--- config.mk ---
export PLATFORM = sky130hd
export DESIGN_NAME = fsub_result_buffer
export DESIGN_NICKNAME = d
export VERILOG_FILES = /design/src/rtl/fsub_result_buffer.sv
export SDC_FILE = /design/constraint.sdc
export NUM_CORES = 1
export LEC_CHECK = 0
export ABC_AREA = 1
export BUFFER_PORTS_ARGS = -buffer_cell sky130_fd_sc_hd__buf_2
export CAP_MARGIN = 20
export CORE_ASPECT_RATIO = 1.5
export CORE_MARGIN = 8
export CORE_UTILIZATION = 30
export CTS_CLUSTER_DIAMETER = 120
export CTS_CLUSTER_SIZE = 10
export DETAILED_ROUTE_END_ITERATION = 8
export PLACE_DENSITY = 0.53
export SLEW_MARGIN = 20
export SYNTH_ARGS = -nofsm -noshare
export SYNTH_HDL_FRONTEND = slang
export SYNTH_SLANG_ARGS = --single-unit
--- constraint.sdc ---
create_clock -name clk -period 3.7 [get_ports clk]
set_clock_uncertainty 0.2 [all_clocks]
set_input_delay 0.185 -clock clk [delete_from_list [all_inputs] [get_ports clk]]
set_output_delay 0.185 -clock clk [all_outputs]
set_load 0.02 [all_outputs]
--- src/rtl/fsub_result_buffer.sv ---
// ============================================================================
//  Module      : fsub_result_buffer
//  Description : Registered output stage for the single-precision subtractor.
//                Captures {result, overflow} under a valid/ready handshake
//                into a small in-order FIFO, presents the head entry to the
//                register-file writeback, keeps sticky exception flags
//                (overflow, NaN, zero) and counts retired results.
//  Revision    : 1.0 - initial release
// ============================================================================
`default_nettype none

module fsub_result_buffer #(
    parameter int DEPTH = 2,   // number of FIFO entries, power of two, >= 2
    parameter int CNT_W = 16   // width of the retired-result counter
) (
    input  logic             clk,
    input  logic             rst,

    // Producer side (subtractor)
    input  logic             in_valid,
    output logic             in_ready,
    input  logic [31:0]      in_y,
    input  logic             in_ovf,

    // Consumer side (writeback)
    output logic             out_valid,
    input  logic             out_ready,
    output logic [31:0]      out_y,
    output logic             out_ovf,

    // Status
    input  logic             flag_clr,
    output logic             flag_ovf,
    output logic             flag_nan,
    output logic             flag_zero,
    output logic [CNT_W-1:0] retired
);

    // ------------------------------------------------------------------------
    // Constants
    // ------------------------------------------------------------------------
    localparam int PTR_W = $clog2(DEPTH);

    // Occupancy needs one more bit than the pointers so "full" is expressible.
    localparam logic [PTR_W:0]   c_full    = (PTR_W+1)'(DEPTH);
    localparam logic [PTR_W:0]   c_cnt_one = (PTR_W+1)'(1);
    localparam logic [PTR_W-1:0] c_ptr_one = PTR_W'(1);
    localparam logic [CNT_W-1:0] c_ret_one = CNT_W'(1);

    // ------------------------------------------------------------------------
    // State
    // ------------------------------------------------------------------------
    logic [31:0]      r_mem_y   [DEPTH];
    logic             r_mem_ovf [DEPTH];
    logic [PTR_W-1:0] r_wptr;
    logic [PTR_W-1:0] r_rptr;
    logic [PTR_W:0]   r_count;
    logic             r_flag_ovf;
    logic             r_flag_nan;
    logic             r_flag_zero;
    logic [CNT_W-1:0] r_retired;

    // ------------------------------------------------------------------------
    // Combinational handshake and classification
    // ------------------------------------------------------------------------
    logic w_in_ready;
    logic w_out_valid;
    logic w_push;
    logic w_pop;
    logic w_is_nan;
    logic w_is_zero;

    // Handshake decode; in_ready looks only at registered occupancy so there
    // is no combinational path from out_ready back to the producer.
    always_comb begin
        w_in_ready  = (r_count != c_full);
        w_out_valid = (r_count != '0);
        w_push      = in_valid & w_in_ready;
        w_pop       = w_out_valid & out_ready;
    end

    // Classify the incoming result; infinity (mant==0) is not a NaN, and a
    // zero of either sign counts as zero.
    always_comb begin
        w_is_nan  = (in_y[30:23] == 8'hFF) && (in_y[22:0] != 23'd0);
        w_is_zero = (in_y[30:0] == 31'd0);
    end

    // ------------------------------------------------------------------------
    // Entry storage: written on push, deliberately not reset
    // ------------------------------------------------------------------------
    // Capture the pushed word at the write pointer.
    always_ff @(posedge clk) begin
        if (w_push) begin
            r_mem_y[r_wptr]   <= in_y;
            r_mem_ovf[r_wptr] <= in_ovf;
        end
    end

    // ------------------------------------------------------------------------
    // Pointers and occupancy
    // ------------------------------------------------------------------------
    // Advance pointers on push/pop; DEPTH is a power of two so they wrap
    // naturally. Reset overrides any simultaneous handshake.
    always_ff @(posedge clk) begin
        if (rst) begin
            r_wptr  <= '0;
            r_rptr  <= '0;
            r_count <= '0;
        end else begin
            if (w_push) begin
                r_wptr <= r_wptr + c_ptr_one;
            end
            if (w_pop) begin
                r_rptr <= r_rptr + c_ptr_one;
            end
            case ({w_push, w_pop})
                2'b10:   r_count <= r_count + c_cnt_one;
                2'b01:   r_count <= r_count - c_cnt_one;
                default: r_count <= r_count;
            endcase
        end
    end

    // ------------------------------------------------------------------------
    // Retired-result counter
    // ------------------------------------------------------------------------
    // Count every pop, wrapping modulo 2^CNT_W.
    always_ff @(posedge clk) begin
        if (rst) begin
            r_retired <= '0;
        end else if (w_pop) begin
            r_retired <= r_retired + c_ret_one;
        end
    end

    // ------------------------------------------------------------------------
    // Sticky exception flags
    // ------------------------------------------------------------------------
    // Flags are evaluated on data at push time. A clear and a setting push in
    // the same cycle leave that flag set while the others clear.
    always_ff @(posedge clk) begin
        if (rst) begin
            r_flag_ovf  <= 1'b0;
            r_flag_nan  <= 1'b0;
            r_flag_zero <= 1'b0;
        end else begin
            r_flag_ovf  <= (r_flag_ovf  & ~flag_clr) | (w_push & in_ovf);
            r_flag_nan  <= (r_flag_nan  & ~flag_clr) | (w_push & w_is_nan);
            r_flag_zero <= (r_flag_zero & ~flag_clr) | (w_push & w_is_zero);
        end
    end

    // ------------------------------------------------------------------------
    // Outputs
    // ------------------------------------------------------------------------
    // Head entry is gated to zero while the buffer is empty so stale storage
    // never reaches the writeback port.
    always_comb begin
        in_ready  = w_in_ready;
        out_valid = w_out_valid;
        out_y     = w_out_valid ? r_mem_y[r_rptr]   : 32'd0;
        out_ovf   = w_out_valid ? r_mem_ovf[r_rptr] : 1'b0;
        flag_ovf  = r_flag_ovf;
        flag_nan  = r_flag_nan;
        flag_zero = r_flag_zero;
        retired   = r_retired;
    end

endmodule

`default_nettype wire

==> flow_summary.toml <==
[min_path]
hold_depth = 1
hp-class = "reg2reg"
holdPathEnd = "r_rptr$_SDFFE_PP0P_"
worst_hold_startpoint = "r_rptr$_SDFFE_PP0P_"

[sta]
max_freq_ghz = 0.420
tightestPinTransition_ns = 0.998
relSlewSlack = 0.333
worst_slack_ns = 1.32
fin_setup_tns_ns = 0
setup_viol = 0
hold_viol = 0
slew_viol_final = 0
finalCriticalPeriod_ns = 2.38
rsz0062_at_grt = "no"
whs_ns = 0.257
fin_crit_sh = 0.644

[synthesis]
async_flop_share = 0
ys.flop_type = "edfxtp_1"
synth_fp_nets = 405
synth_cell_types = 24
synth_top_area_frac = 0.535
synth_area_leaders = "edfxtp_1 (53%), dfxtp_1 (13%), nand2_1 (10%)"
synth-seq-cells = 90
yosysWarningCount = 0
synthesis.area_um2 = 3710
synth_cells = 365
synth_top_area_cell = "edfxtp_1"
avgSynthCellArea_um2 = 10.2
synthTopCellsByCount = "nand2_1 (101), edfxtp_1 (66), a21oi_1 (50)"
synthMostInstantiatedCell = "nand2_1"
ys_seq_area_frac = 0.664
synth_edf_count = 66

[status]
outcome = "finished clean"

[drt]
drt-wirelength-per-cell_um = 14.1
num_vias = 2917
vias_per_cell = 4.46
dr.pass1.iters = 4
drtIter0Drc = 125
wirelength_mm = 9.22
ant_nets = 0
remaining_drc_errors = 0

[pwr]
intPower_mw = 2.03
worst_ir_drop_vdd_v = 0.000251
p_switching_mw = 0.947
pwr-share-comb = 0.263
p_leak_nw = 2.04
finalPower_mw = 2.98
pwr-share-seq = 0.414
switching_share = 0.318
clkPwrFrac = 0.322
powerDensity_nw_per_um2 = 587

[setup_path]
critPathKind = "reg2out"
ff2ff_setup_slack_ns = 1.55
critPathSlowestCell = "inv_1"
rr_startpoint = "r_count[0]$_SDFFE_PP0P_"
ff2ff_path_depth = 4
end_kind = "output port"
crit_required_ns = 3.31
max_stage_delay_ns = 0.45
cp_data_arrival_time_ns = 2.00
critPathTopFamily = "buffers and inverters"
start_kind = "flop"
r2r-end = "r_mem_y[1][25]$_DFFE_PP_"
cp_max_fo = 34
critPathBufInv = 4
worstPathCellList = "buf_4 -> inv_1 -> buf_16 -> nand2_1 -> a21oi_1 -> buf_2"

[final_layout]
stdcell_area_um2 = 5070
synthToLayoutAreaGrowth_pct = 36.7
drive_gt1_frac = 0.248
stdcell_count = 654
antenna-diode-count = 0
final_util = 0.422
nets = 537

[cts]
cts_resized = 0
postCtsSetupRepairBufs = 0
h-tree-depth = 3
cts.sinks = 90
numCtsBuffers = 9
cts.path.max_buffers = 2
cts-root-buf = "clkbuf_16"
tritoncts = "yes"
clk_pin_slew_worst_paths_ns = 0.06
clk_latency_ns = 0.33

[floorplan]
die_area_um2 = 16200
die_w_um = 107
dieHeight_um = 152
rows = 49
design.core.area_um2 = 12000
start_util = 0.309
ios = 92

[placed_design]
dpl_cell_area_um2 = 4330
place_hpwl_mm = 6.43
gp_congestion = 0.756
place_ws_ns = 1.41
dp_cells = 599
io_buffers = 91

[global_route]
grt_max_degree = 35
overflow = 0
grt_pass1_wl_mm = 15.0
grt_pass1_vias = 3104
grtUsageTotal = 0.117
antenna_found_initial = 0

[job]
drv_cap = 0
## power by group through the flow
stage | combinational, mW | sequential (mW) | clock (mW)
6_report | 0.784 | 1.23 | 0.959
5_1_grt | 0.862 | 1.24 | 1.02
4_1_cts | 0.790 | 1.23 | 0.984
3_5_place_dp | 0.756 | 1.26 | 0
3_3_place_gp | 0.744 | 1.25 | 0
2_1_floorplan | 0.476 | 1.26 | 0
## timing repair
action / 4_1_cts / 5_1_grt
setup endpoints to repair: 0 / 0
hold buffers: 39 / 0
hold endpoints to repair: 74 / 0
## sequential cells by signal, indices dropped and copies added (netlist names), named ones only
name,cells
flag_zero,1
retired,16
flag_nan,1
r_count,2
r_wptr,1
r_mem_ovf,2
r_rptr,1
flag_ovf,1
r_mem_y,64
## layer usage
| metal | wire length, µm | up-vias | track usage |
|---|---|---|---|
| li1 | - | 1496 | - |
| met1 | 3730 | 1329 | 0.126 |
| met2 | 4710 | 78 | 0.201 |
| met3 | 614 | 14 | 0.0411 |
| met4 | 161 | 0 | 0.0451 |
| met5 | 0 | - | 0 |
## cell families after synthesis
group / synth area share
simple gates: 0.208
flops: 0.664
buf+inv: 0.0348
compound gates: 0.0864
fa+ha+maj: 0.00675
## cell type report
| cell class | instances | area [µm²] |
|---|---|---|
| Fill cell | 1191 | 6950 |
| Sequential cell | 90 | 2460 |
| Multi-Input combinational cell | 242 | 1130 |
| Timing Repair Buffer | 133 | 888 |
| Clock buffer | 9 | 225 |
| Tap cell | 153 | 191 |
| Clock inverter | 6 | 91.3 |
| Inverter | 21 | 78.8 |
## placed cells by master (no fill, tap or decap)
| master | Yosys | final |
|---|---|---|
| a21oi_1 | 50 | 50 |
| buf_16 | 0 | 1 |
| buf_2 | 4 | 91 |
| buf_4 | 0 | 2 |
| bufinv_16 | 0 | 2 |
| clkbuf_16 | 0 | 9 |
| clkinv_2 | 0 | 1 |
| clkinv_4 | 0 | 2 |
| dfxtp_1 | 24 | 24 |
| dlygate4sd3_1 | 0 | 39 |
| edfxtp_1 | 66 | 66 |
| ha_1 | 2 | 2 |
| inv_1 | 20 | 20 |
| inv_2 | 1 | 1 |
| inv_6 | 0 | 1 |
| nand2_1 | 101 | 101 |
| nand2_2 | 3 | 3 |
| nand2_4 | 1 | 1 |
| nand3_1 | 9 | 9 |
| nand3_2 | 1 | 1 |
| nand3_4 | 1 | 1 |
| nand4_1 | 5 | 5 |
| nor2_1 | 45 | 43 |
| nor2_2 | 3 | 3 |
| nor2_4 | 2 | 4 |
| nor2_8 | 1 | 1 |
| nor3_1 | 4 | 4 |
| nor3b_1 | 1 | 1 |
| o21ai_0 | 11 | 11 |
| o21bai_1 | 2 | 2 |
## worst max path at each step
| stage | start | endpoint | slack (ns) | cells after the start |
|---|---|---|---|---|
| after CTS | flop | out_y[16] | 1.04 | 5 |
| after global placement | flop | out_y[19] | 1.48 | 5 |
| after detailed placement | flop | out_y[16] | 1.41 | 5 |
| after global routing | flop | out_y[18] | 1.17 | 6 |
| final | flop | out_y[18] | 1.32 | 6 |
| after floorplan | r_count[0]$_SDFFE_PP0P_ | r_mem_ovf[1]$_DFFE_PP_ | 0.92 | 4 |
## worst register-to-register path: cells and delay by family (launching register included)
| family | cells | cell delay, ns |
|---|---|---|
| DFF | 1 | 0.44 |
| buffers and inverters | 1 | 0.09 |
| and+or+nand+nor | 3 | 1.02 |
No activity file was read; power rests on OpenSTA's default activity.
